<file path="config.mk">
export PLATFORM = sky130hd
export DESIGN_NAME = fetch_unit
export DESIGN_NICKNAME = d
export VERILOG_FILES = /design/src/rtl/fetch_unit.sv
export SDC_FILE = /design/constraint.sdc
export NUM_CORES = 1
export LEC_CHECK = 0
export CAP_MARGIN = 20
export CORE_AREA = 2 2 103 85
export CTS_BUF_LIST = sky130_fd_sc_hd__clkbuf_4
export CTS_CLUSTER_DIAMETER = 150
export CTS_CLUSTER_SIZE = 20
export DETAILED_ROUTE_END_ITERATION = 12
export DIE_AREA = 0 0 105 87
export DONT_BUFFER_PORTS = 1
export GPL_ROUTABILITY_DRIVEN = 0
export SLEW_MARGIN = 40
export SYNTH_ARGS = -nofsm -noshare
export SYNTH_HDL_FRONTEND = slang
export SYNTH_SLANG_ARGS = --single-unit
</file>
<file path="constraint.sdc">
create_clock -name CLK -period 1.9 [get_ports CLK]
set_input_delay 0 -clock CLK [delete_from_list [all_inputs] [get_ports CLK]]
set_output_delay 0 -clock CLK [all_outputs]
set_load 0.05 [all_outputs]
</file>
<file path="src/rtl/fetch_unit.sv">
`default_nettype none
// ============================================================================
//  Module      : fetch_unit
//  Description : PC / fetch control with absolute and relative branches,
//                call/return through a circular return-address stack, stall,
//                and a sticky HALTED state released by Resume.
//  Revision    : 1.0 - initial release
// ============================================================================
module fetch_unit #(
    parameter int PC_W      = 8,
    parameter int OFF_W     = 5,
    parameter int RAS_DEPTH = 4,
    parameter int RESET_PC  = 0
) (
    input  logic             CLK,
    input  logic             Init_n,
    input  logic             Halt,
    input  logic             Resume,
    input  logic             Stall,
    input  logic             Branch,
    input  logic             RelBranch,
    input  logic             Call,
    input  logic             Ret,
    input  logic [PC_W-1:0]  Target,
    input  logic [OFF_W-1:0] Offset,
    output logic [PC_W-1:0]  PC,
    output logic             Halted,
    output logic             RasEmpty,
    output logic             RasFull,
    output logic             RasErr
);

    localparam int c_PTR_W = (RAS_DEPTH > 1) ? $clog2(RAS_DEPTH) : 1;
    localparam int c_CNT_W = $clog2(RAS_DEPTH + 1);
    localparam logic [PC_W-1:0]    c_RESET_PC = PC_W'(RESET_PC);
    localparam logic [c_PTR_W-1:0] c_PTR_LAST = c_PTR_W'(RAS_DEPTH - 1);
    localparam logic [c_CNT_W-1:0] c_CNT_FULL = c_CNT_W'(RAS_DEPTH);

    typedef enum logic [0:0] {
        ST_RUN    = 1'b0,
        ST_HALTED = 1'b1
    } state_t;

    state_t             r_state;
    logic [PC_W-1:0]    r_pc;
    logic [PC_W-1:0]    r_ras [RAS_DEPTH];
    logic [c_PTR_W-1:0] r_top;
    logic [c_CNT_W-1:0] r_cnt;
    logic               r_err;

    logic [PC_W-1:0]    w_pc_inc;
    logic [PC_W-1:0]    w_pc_rel;
    logic [PC_W-1:0]    w_off_ext;
    logic [c_PTR_W-1:0] w_top_inc;
    logic [c_PTR_W-1:0] w_top_dec;
    logic               w_empty;
    logic               w_full;

    assign w_off_ext = {{(PC_W - OFF_W){Offset[OFF_W-1]}}, Offset};
    assign w_pc_inc  = r_pc + 1'b1;
    assign w_pc_rel  = r_pc + w_off_ext;
    // Pointer wraps explicitly so non-power-of-two depths stay in range
    assign w_top_inc = (r_top == c_PTR_LAST) ? '0 : r_top + 1'b1;
    assign w_top_dec = (r_top == '0) ? c_PTR_LAST : r_top - 1'b1;
    assign w_empty   = (r_cnt == '0);
    assign w_full    = (r_cnt == c_CNT_FULL);

    always_ff @(posedge CLK) begin
        if (!Init_n) begin
            r_state <= ST_RUN;
            r_pc    <= c_RESET_PC;
            r_top   <= c_PTR_LAST;
            r_cnt   <= '0;
            r_err   <= 1'b0;
        end else begin
            case (r_state)
                ST_RUN: begin
                    if (Halt) begin
                        r_state <= ST_HALTED;
                    end else if (Stall) begin
                        r_pc <= r_pc;
                    end else if (Ret) begin
                        if (!w_empty) begin
                            r_pc  <= r_ras[r_top];
                            r_top <= w_top_dec;
                            r_cnt <= r_cnt - 1'b1;
                        end else begin
                            r_pc  <= w_pc_inc;
                            r_err <= 1'b1;
                        end
                    end else if (Call) begin
                        // When full, the slot after top is the oldest entry
                        r_ras[w_top_inc] <= w_pc_inc;
                        r_top            <= w_top_inc;
                        r_pc             <= Target;
                        if (w_full) r_err <= 1'b1;
                        else        r_cnt <= r_cnt + 1'b1;
                    end else if (Branch) begin
                        r_pc <= Target;
                    end else if (RelBranch) begin
                        r_pc <= w_pc_rel;
                    end else begin
                        r_pc <= w_pc_inc;
                    end
                end
                ST_HALTED: begin
                    if (Resume) r_state <= ST_RUN;
                end
                default: r_state <= ST_RUN;
            endcase
        end
    end

    assign PC       = r_pc;
    assign Halted   = (r_state == ST_HALTED);
    assign RasEmpty = w_empty;
    assign RasFull  = w_full;
    assign RasErr   = r_err;

endmodule
`default_nettype wire

</file>
==> summary.md, run 1 <==
| Metric | Value |
|---|---|
| Yosys warning count | `0` |
| Synth top area share | `34.38%` |
| Synthesized instance count | `260` |
| Share of cells above drive strength 1 | `20.60%` |
| Commonest cells after routing, fill and taps aside | `edfxtp_1 (32), buf_4 (27), nor2_1 (22)` |
| Required time worst endpoint | `between 2000 and 2500 ps` |
| Crit Path Class | `flop to flop` |
| Most common cell after layout, fill and taps aside | `edfxtp_1` |
| DRC | `0` |
| Violated checks | `hold timing` |
| FF/Latch Area | `1313 um^2` |
| Met2 usage | `23.79%` |
| Top cells by area, synth | `edfxtp_1 (34%), dfxtp_1 (12%), ha_1 (5.4%)` |
| Die area | `9135 um^2` |
| Crit-path max cell delay | `~400 ps` |
| Area of the multi-input gates | `around 1400 um^2` |
| Die W | `roughly 110 um` |
| Critical Path Stages | `8` |
| Antenna violations before repair | `0` |
| CORE AREA | `8183 um^2` |
| Leak | `about 1.3 nW` |
| Slew Viols, Final | `0` |
| Critical Path End Type | `flop` |
| Crit path max-delay family | `compound AO/OA/AOI/OAI gates` |
| Post-route ant nets | `0` |
| Util after Layout | `between 40% and 50%` |
| Ports | `34` |
| GR Util met3 | `approximately 3.7%` |
| H-Tree Depth | `2` |
| CP Cell Sequence | `ha_4 > inv_2 > fa_2 > nor2b_4 > o22ai_2 > mux2i_1 > o41ai_1 > a31o_1` |
| Nets | `between 300 and 400` |
| Synth Cell Area | `between 2000 and 3000 um^2` |
| Post-synth cell types | `between 50 and 60` |
| Worst Skew | `approximately 11 ps` |
| Worst-margin pin slew | `~650 ps` |
| Met1 Use GR | `about 23%` |
| Grt total ovfl | `0` |
| Worst relative slew slack | `between 50% and 60%` |
| Total CTS buffers | `5` |
| Crit path time final | `~1900 ps` |
| FFs w/ async S/R, synth | `0%` |
| Area leader, netlist | `edfxtp_1` |
| Hold path cells | `3` |
| Area grow syn2layout | `21.13%` |
| Fin crit share | `98.06%` |
| Setup TNS | `0 ps` |
| CTS tree | `done` |
| CP Max Fanout | `3` |
| Max Cap Viol | `0` |
| Std cell rows | `30` |
| Reg2Reg Depth | `8` |
| Drt wl/cell | `roughly 17 um` |
| WL final | `just under 7000 um` |
| Port Buffer Count | `0` |
| WHS | `-2.612 ps` |
| Main synth FF type | `edfxtp_1` |
| Vias | `~2,200` |
| Vias in the first global route | `between 2,000 and 2,500` |
| CP Data Arrival Time | `2200 ps` |
| Final hold vios | `1` |
| WP buf/inv | `1` |
| Clock Tree Root | `clkbuf_4` |
| CP Launch Type | `flop` |
| Synthesized flop and latch total | `just under 50` |
| Fill cells | `around 840` |
| First-pass DRT Iterations | `4` |
| Number of enable flip-flop cells after synthesis | `32` |
| Fmax | `between 0.5 and 0.6 GHz` |
| Clock-pin slew on the worst setup and hold paths | `approximately 150 ps` |
| Vias per std cell | `about 5.4` |
| 1st-iter DRT viols | `177` |
| Starting density of the core | `around a third` |
| Status | `finished with violations` |
| Dpl hpwl | `4993 um` |
| Syn nets | `296` |
| Reg2reg setup slack | `roughly 37 ps` |
| Pwr dens | `just under 700 nW/um^2` |
| GRT Util Overall | `between 15 and 20%` |
| Slowest CP cell | `dfxtp_4` |
| Sequential share of the synthesized area | `a little under half` |
| Worst hold path type | `input port to flop` |
| Max clock buf depth | `2` |
| # setup viols final | `0` |
| Global-route wire length before repair | `11,210 um` |
| N_diodes | `0` |
| Insertion delay to the later sink of the worst-skew pair | `approximately 380 ps` |
| Die Height | `just under 90 um` |
| Syn Area/Cell | `around 11 um^2` |
| Clock sink total | `just under 50` |
| GRT busiest layer | `met2` |
| Unrepaired setup endpoints after global routing | `true` |
| Pin count of the biggest net entering global routing | `18` |
| Highest ir drop seen on vdd | `about 0.25 mV` |
-- per-stage QoR --
step | area (um^2) | setup slack, ps | total power [mW] | std cells
CTS | 3346 | 6.218 | 2.309 | 411
global placement | 3104 | 20.07 | 1.635 | 387
finish | 3386 | 36.87 | 2.301 | 413
global route | 3386 | -35.38 | 2.407 | 413
floorplan | 2824 | -41.46 | 1.528 | 260
detailed placement | 3104 | -3.740 | 1.639 | 387
-- cells by family after synthesis --
group                    Yosys count  synth area share [%]
AND/OR/NAND/NOR                   88                 15.98
AO/OA/AOI/OAI                     66                 16.25
buffers and inverters             23                 3.671
multiplexers                      11                 7.923
adder cells (fa/ha/maj)           14                 6.804
flip-flops                        49                 46.55
XOR/XNOR                           9                 2.820
-- repair_timing --
action | CTS | global route
hold buffers | 16 | 0
buffers inserted | 0 | 2
endpoints found under the hold margin | 17 | 0
pin swaps | 0 | 9
endpoints found under the setup margin | 1 | 3
gates resized for setup | 1 | 7
-- report_power, final --
part | internal, mW | switching (mW)
clock | 0.273 | 0.355
sequential | 1.16 | 0.0265
combinational | 0.198 | 0.286
total | 1.63 | 0.667
-- metal layers --
metal	vias to the layer above	share of wire (%)	wire, um
met5	-	0	0
met4	0	0.79	55
met3	8	8.2	570
met2	76	42	2947
met1	1075	49	3387
li1	1061	-	-
-- synth_stat cells (3+ instances only) --
library cell / n
clkbuf_1: 7
o21ai_0: 15
nor2_1: 22
a211oi_1: 3
o21bai_1: 4
inv_1: 10
or2_1: 3
dfxtp_1: 17
and2_1: 5
or3_1: 4
nand3_1: 9
mux4_2: 5
o21ai_1: 4
a221oi_1: 4
nand2_1: 19
a21oi_1: 11
edfxtp_1: 32
mux4_1: 3
o211ai_1: 5
mux2i_1: 3
nor2b_1: 6
xor2_1: 3
ha_1: 12
nor3_1: 7
xnor2_1: 6
-- flip-flops by register name, indices dropped and copies added (netlist names), named ones only --
signal  cells
Halted      1
r_top       2
RasErr      1
r_cnt       3
PC          8
r_ras      32
-- final timing paths --
kind,startpoint,end
worst max-delay path,PC[0]$_SDFFE_PN0P_,PC[4]$_SDFFE_PN0P_
worst min-delay path,Target[4],PC[4]$_SDFFE_PN0P_
worst max register to register,PC[0]$_SDFFE_PN0P_,PC[4]$_SDFFE_PN0P_
worst min register to register,RasErr$_SDFFE_PN0P_,RasErr$_SDFFE_PN0P_
-- worst reg2reg max path, stage by stage, from the launching register on --
cell and delay (ps):
dfxtp_4 400, ha_4 130, inv_2 40, fa_2 380, nor2b_4 160, o22ai_2 80, mux2i_1 120, o41ai_1 330
a31o_1 180
-- area by class of cell --
type	instances	share of cell area, %
flip-flops and latches	49	38.77
clock inverters	3	1.220
clock buffers	5	1.109
multi-input cells	188	42.31
well taps	112	4.139
repair buffers	44	11.05
inverters	12	1.404
Power figures use the tool's default switching activity.
==> run 2, diff against run 1 <==
Settings changed: CORE_AREA 2 2 103 85 to 2 2 110 80, DIE_AREA 0 0 105 87 to 0 0 112 82.
==> run 2 against run 1 <==
Effect of this change: the run still ends with hold timing left; global-route usage increased by 0.24 points; clock-buffer cell count increased by 1; clock power increased by 3%; total power increased by 1.2%; final area increased by 0.63%; first-iteration DRC count unchanged; hold slack improved by 0.66 ps.
==> summary.md, run 2 (same netlist as run 1, synthesis figures left out) <==
| Metric | Value |
|---|---|
| # setup viols final | `0 (unchanged)` |
| Fmax | `0.5313 GHz (-1.0%)` |
| Critical Path End Type | `flop` |
| Share of cells above drive strength 1 | `21.26% (+0.66 points)` |
| Hold_sp | `Stall` |
| Status | `finished with violations` |
| Nets | `336 (unchanged)` |
| 1st-iter DRT viols | `177 (unchanged)` |
| Port Buffer Count | `0 (unchanged)` |
| Highest ir drop seen on vdd | `0.2744 mV (+7.9%)` |
| Grt total ovfl | `0 (unchanged)` |
| Vias per std cell | `5.512 (+2.5%)` |
| Leak | `1.307 nW (+2.6%)` |
| DRC | `0 (unchanged)` |
| Die W | `112 um (+6.7%)` |
| Worst Skew | `4.256 ps (-7.199 ps)` |
| Area grow syn2layout | `21.89%` |
| Number of flip-flops in the largest register | `32 (unchanged)` |
| Pin count of the biggest net entering global routing | `18 (unchanged)` |
| Vias in the first global route | `2,097 (-4.5%)` |
| Setup TNS | `0 ps (unchanged)` |
| Fin crit share | `99.06% (+1.0 points)` |
| PnR Total Power | `2.329 mW (+1.2%)` |
| Antenna violations before repair | `0 (unchanged)` |
| Vias | `2,238 (+0.81%)` |
| Std cell rows | `28 (-6.7%)` |
| Placed Instances | `381 (-1.6%)` |
| Worst relative slew slack | `56.98% (+0.33 points)` |
| Clock-pin slew on the worst setup and hold paths | `150 ps (about the same)` |
| Final hold vios | `1 (unchanged)` |
| H-Tree Depth | `2 (unchanged)` |
| N_diodes | `0 (unchanged)` |
| CP Launch Type | `flop` |
| Post-route ant nets | `0 (unchanged)` |
| First-pass DRT Iterations | `5 (+1)` |
| CORE AREA | `8198 um^2 (+0.18%)` |
| Required time worst endpoint | `2220 ps (-20 ps)` |
| Clock sink total | `49 (unchanged)` |
| Register bank with the most flops | `r_ras` |
| Violated checks | `hold timing` |
| Post-Layout Inst Area | `3407 um^2 (+0.63%)` |
| Ports | `34 (unchanged)` |
| Total CTS buffers | `5 (unchanged)` |
| Max clock buf depth | `2 (unchanged)` |
| CTS tree | `done` |
| Crit Path Class | `flop to flop` |
| Commonest cells after routing, fill and taps aside | `edfxtp_1 (32), buf_4 (27), nor2_1 (22)` |
| Starting density of the core | `34.10% (-0.063 points)` |
| Util after Layout | `41.56% (+0.18 points)` |
| GRT Util Overall | `16.05% (+0.24 points)` |
| Drt wl/cell | `17.72 um (+5.1%)` |
| Slew Viols, Final | `0 (unchanged)` |
| CP Max Fanout | `3 (unchanged)` |
| Pwr dens | `683.5 nW/um^2 (+0.57%)` |
| Reg2reg start | `PC[0]$_SDFFE_PN0P_` |
| Insertion delay to the later sink of the worst-skew pair | `370 ps (about the same)` |
| Max Cap Viol | `0 (unchanged)` |
| Area of the multi-input gates | `1455 um^2 (+1.6%)` |
| Unrepaired setup endpoints after global routing | `true` |
| Post-Layout Cell Count | `406 (-1.7%)` |
| Die area | `9184 um^2 (+0.54%)` |
| Crit path time final | `1882 ps (+18.94 ps)` |
| Dpl hpwl | `5221 um (+4.6%)` |
| CP Data Arrival Time | `2210 ps (about the same)` |
| Worst hold path type | `input port to flop` |
| Clock Tree Root | `clkbuf_4` |
| Worst-margin pin slew | `643.1 ps (-4.931 ps)` |
| Area after DPL | `3103 um^2 (about the same)` |
| Die Height | `82 um (-5.7%)` |
| Global-route wire length before repair | `11,270 um (+0.55%)` |
| FF/Latch Area | `1313 um^2 (unchanged)` |
| CP startpoint | `PC[0]$_SDFFE_PN0P_` |
| WHS | `-1.952 ps (+0.6595 ps)` |
| Fill cells | `827 (-1.4%)` |
| Most common cell after layout, fill and taps aside | `edfxtp_1` |
| WL final | `7193 um (+3.3%)` |
[run 2: cell types whose count changed in the layout (fill, tap and decap cells not counted), sizes merged]
cell	change
dlygate4sd3	-1
dlymetal6s4s	+1
clkinvlp	-1
clkbuf	+1
[run 2: cell type report]
| type | count | area share [%] |
|---|---|---|
| Timing Repair Buffer | 44 | 11.05 |
| Inverter | 12 | 1.396 |
| Sequential cell | 49 | 38.52 |
| Tap cell | 105 | 3.856 |
| Clock inverter | 2 | 1.138 |
| Clock buffer | 6 | 1.322 |
| Multi-Input combinational cell | 188 | 42.71 |
[run 2: worst paths after layout]
kind	slack (ps)	cells past startpoint	to
hold reg to reg	530	2	RasErr$_SDFFE_PN0P_
hold / removal	-2	4	PC[0]$_SDFFE_PN0P_
setup reg to reg	20	8	PC[4]$_SDFFE_PN0P_
setup / recovery	20	8	PC[4]$_SDFFE_PN0P_
[run 2: worst max-delay path, stage by stage, from the launching register on]
cell and delay [ps]:
dfxtp_4 400, ha_4 140, inv_2 40, fa_2 390, nor2b_4 150, o22ai_2 70, mux2i_1 130, o41ai_2 330
a31o_1 190
[run 2: timing repair]
action,in CTS,in global routing
hold endpoints to repair,17,0
endpoints found under the setup margin,1,6
buffers inserted,0,1
hold buffers,16,0
gates resized for setup,3,10
pin swaps,0,6
[run 2: per-layer routing]
| metal | vias to the layer above | track usage [%] | share of wire (%) |
|---|---|---|---|
| met5 | - | 0 | 0 |
| met4 | 0 | 2.805 | 0.65 |
| met3 | 8 | 3.764 | 7.7 |
| met2 | 95 | 23.15 | 41 |
| met1 | 1078 | 24.63 | 51 |
| li1 | 1057 | - | - |
[run 2: stage by stage]
stage / hold WS, ps / setup slack, ps
6_report: -1.952 / 17.93
3_3_place_gp: 96.62 / 14.47
3_5_place_dp: 91.97 / -104.4
4_1_cts: 7.075 / 17.32
2_1_floorplan: 137.8 / -41.46
5_1_grt: 24.06 / -88.09
[run 2: power by group]
| part | total (mW) | switching [mW] | internal, mW |
|---|---|---|---|
| logic | 0.494 | 0.291 | 0.202 |
| registers | 1.19 | 0.0281 | 1.16 |
| clock network | 0.644 | 0.349 | 0.295 |
==> run 3, diff against run 2 <==
Settings changed: CORE_AREA 2 2 110 80 to 2 2 67 132, DIE_AREA 0 0 112 82 to 0 0 69 134, REMOVE_ABC_BUFFERS from default to 1.
==> run 3 against run 2 <==
Effect of this change: the flow now finishes without violations; critical path depth unchanged; combinational power shrank 0.8%; die area up 0.68%; non-clock buffer count is 8 higher; total power decreased by 1.5%; hold slack improved by 20 ps; largest power group unchanged; setup slack improved by 66 ps; critical path type unchanged; sequential share of layout area down 0.93 points; critical endpoint unchanged; final area rose by 1.8%; final cell count is 0.49% higher; clock power down 5.4%; via count up 0.22%.
==> summary.md, run 3 (same netlist as run 1, synthesis figures left out) <==
| Metric | Value |
|---|---|
| Status | `finished, final reports clean` |
| Fin crit share | `95.57% (-3.5 points)` |
| Hold_sp | `RelBranch` |
| Fill cells | `823 (-0.48%)` |
| Port Buffer Count | `0 (unchanged)` |
| Reg2Reg Depth | `8 (unchanged)` |
| Crit path max-delay family | `compound AO/OA/AOI/OAI gates` |
| 1st-iter DRT viols | `69 (-61%)` |
| Worst relative slew slack | `54.33% (-2.7 points)` |
| CP Max Fanout | `2 (-1)` |
| Clock Tree Root | `clkbuf_4` |
| Worst hold path type | `input port to flop` |
| Antenna violations before repair | `1 (+1)` |
| Vias in the first global route | `2,288 (+9.1%)` |
| Global-route wire length before repair | `11,750 um (+4.2%)` |
| Required time worst endpoint | `2210 ps (about the same)` |
| Vias | `2,243 (+0.22%)` |
| Hold path cells | `4 (unchanged)` |
| Vias per std cell | `5.498 (-0.27%)` |
| Logic pwr share | `21.3% (about the same)` |
| Worst R2R End | `PC[4]$_SDFFE_PN0P_` |
| Slew Viols, Final | `0 (unchanged)` |
| Final hold vios | `0 (-1)` |
| Max Cap Viol | `0 (unchanged)` |
| WHS Endpoint | `PC[0]$_SDFFE_PN0P_` |
| Worst-margin pin slew | `682.8 ps (+39.67 ps)` |
| Post-CTS setup buffers | `0 (unchanged)` |
| CP Data Arrival Time | `2130 ps (-80 ps)` |
| Highest ir drop seen on vdd | `0.5078 mV (+85%)` |
| Clock Power Share | `26.6% (-1.1 points)` |
| WL final | `7340 um (+2.0%)` |
| Number of flip-flops in the largest register | `32 (unchanged)` |
| Crit-path max cell delay | `360 ps (-40 ps)` |
| Placed Instances | `380 (-0.26%)` |
| Die area | `9246 um^2 (+0.68%)` |
| CORE AREA | `8233 um^2 (+0.43%)` |
| Drt wl/cell | `17.99 um (+1.5%)` |
| Leak | `1.308 nW (+0.12%)` |
| Grt total ovfl | `0 (unchanged)` |
| Commonest cells after routing, fill and taps aside | `edfxtp_1 (32), buf_4 (29), nor2_1 (21)` |
| Sw Share | `28.55% (-0.15 points)` |
| CP Launch Type | `flop` |
| Fmax | `0.5507 GHz (+3.6%)` |
| Critical Path Stages | `8 (unchanged)` |
| Dpl hpwl | `5532 um (+6.0%)` |
| WHS | `17.66 ps (+19.62 ps)` |
| Max clock buf depth | `2 (unchanged)` |
| Register bank with the most flops | `r_ras` |
| Reg2reg setup slack | `80 ps (+70 ps)` |
| Std cell rows | `47 (+68%)` |
| CTS tree | `done` |
| Pin count of the biggest net entering global routing | `18 (unchanged)` |
| Clock-pin slew on the worst setup and hold paths | `140 ps (about the same)` |
| Nets | `344 (+2.4%)` |
| Pint | `1.639 mW (-1.3%)` |
| Reg2reg start | `PC[0]$_SDFFE_PN0P_` |
| First-pass DRT Iterations | `4 (-1)` |
| Die Height | `134 um (+63%)` |
| H-Tree Depth | `2 (unchanged)` |
| Crit Path Class | `flop to flop` |
| Critical Path End Type | `flop` |
| # setup viols final | `0 (unchanged)` |
| Most common cell after layout, fill and taps aside | `edfxtp_1` |
| Share of cells above drive strength 1 | `19.09% (-2.2 points)` |
| Insertion delay to the later sink of the worst-skew pair | `370 ps (about the same)` |
| Crit path time final | `1816 ps (-66.17 ps)` |
| Post-Layout Cell Count | `408 (+0.49%)` |
| Pwr dens | `661.2 nW/um^2 (-3.3%)` |
| Ports | `34 (unchanged)` |
| Util after Layout | `42.13% (+0.57 points)` |
| Post-route ant nets | `0 (unchanged)` |
| Total CTS buffers | `5 (unchanged)` |
| Clock sink total | `49 (unchanged)` |
| WP buf/inv | `1 (unchanged)` |
| Worst Skew | `14.55 ps (+10.29 ps)` |
| Net Sw Power | `0.6548 mW (-2.0%)` |
| DRC | `0 (unchanged)` |
| Flop pwr share | `52.1% (+1.0 points)` |
| PnR Total Power | `2.293 mW (-1.5%)` |
| Slowest CP cell | `dfxtp_2` |
| Starting density of the core | `33.95% (-0.15 points)` |
| Unrepaired setup endpoints after global routing | `false` |
| CP Cell Sequence | `ha_1 > inv_1 > fa_2 > nor2b_2 > o22ai_1 > mux2i_1 > o41ai_2 > a31o_1` |
| GRT Util Overall | `16.29% (+0.24 points)` |
| Die W | `69 um (-38%)` |
| Area grow syn2layout | `24.08%` |
-- run 3: metrics by stage --
step | cell area (um^2) | setup TNS (ps) | setup slack, ps
after floorplan | 2740 | -2628 | -484.1
after global placement | 3161 | 0 | 35.91
after detailed placement | 3161 | -29.13 | -29.13
after CTS | 3437 | 0 | 11.05
after global routing | 3468 | 0 | 8.295
final | 3468 | 0 | 84.10
-- run 3: cell type report --
cell class / instances / area, um^2 / share of cell area (%)
diodes: 1 / 2.502 / 0.07215
clock buffers: 5 / 37.54 / 1.082
clock inverters: 3 / 41.29 / 1.190
inverters: 12 / 47.55 / 1.371
multi-input cells: 188 / 1425 / 41.09
flip-flops and latches: 49 / 1304 / 37.59
well taps: 98 / 122.6 / 3.535
repair buffers: 52 / 488.0 / 14.07
-- run 3: worst max-delay path by stage --
| stage | start | to |
|---|---|---|
| after floorplan | PC[0]$_SDFFE_PN0P_ | PC[4]$_SDFFE_PN0P_ |
| after global placement | PC[0]$_SDFFE_PN0P_ | PC[4]$_SDFFE_PN0P_ |
| after detailed placement | PC[0]$_SDFFE_PN0P_ | PC[4]$_SDFFE_PN0P_ |
| after CTS | PC[0]$_SDFFE_PN0P_ | PC[4]$_SDFFE_PN0P_ |
| after global routing | PC[2]$_SDFFE_PN0P_ | PC[7]$_SDFFE_PN0P_ |
| final | PC[0]$_SDFFE_PN0P_ | PC[4]$_SDFFE_PN0P_ |
-- run 3: worst min-delay path: cells and delay by family --
| kind | cells | cell delay [ps] |
|---|---|---|
| AOI/OAI and AO/OA | 3 | 240 |
| and+or+nand+nor | 1 | 130 |
-- run 3: power by group through the flow --
stage / Combinational (mW) / Sequential, mW / Clock (mW)
floorplan: 0.234 / 1.27 / 0
global placement: 0.421 / 1.22 / 0
detailed placement: 0.428 / 1.22 / 0
CTS: 0.477 / 1.19 / 0.619
global route: 0.537 / 1.20 / 0.652
finish: 0.490 / 1.19 / 0.609
-- run 3: metal layers --
metal	vias up	global-route usage [%]	wire length, um
met2	74	31.62	4086
li1	1071	-	-
met3	22	1.953	274
met4	0	9.913	322
met5	-	0	0
met1	1076	15.88	2657
-- run 3: repair_timing --
action	in CTS	in global routing
hold buffers	19	0
setup endpoints to repair	2	3
pin swaps	2	3
gates resized for setup	4	6
hold endpoints to repair	17	0
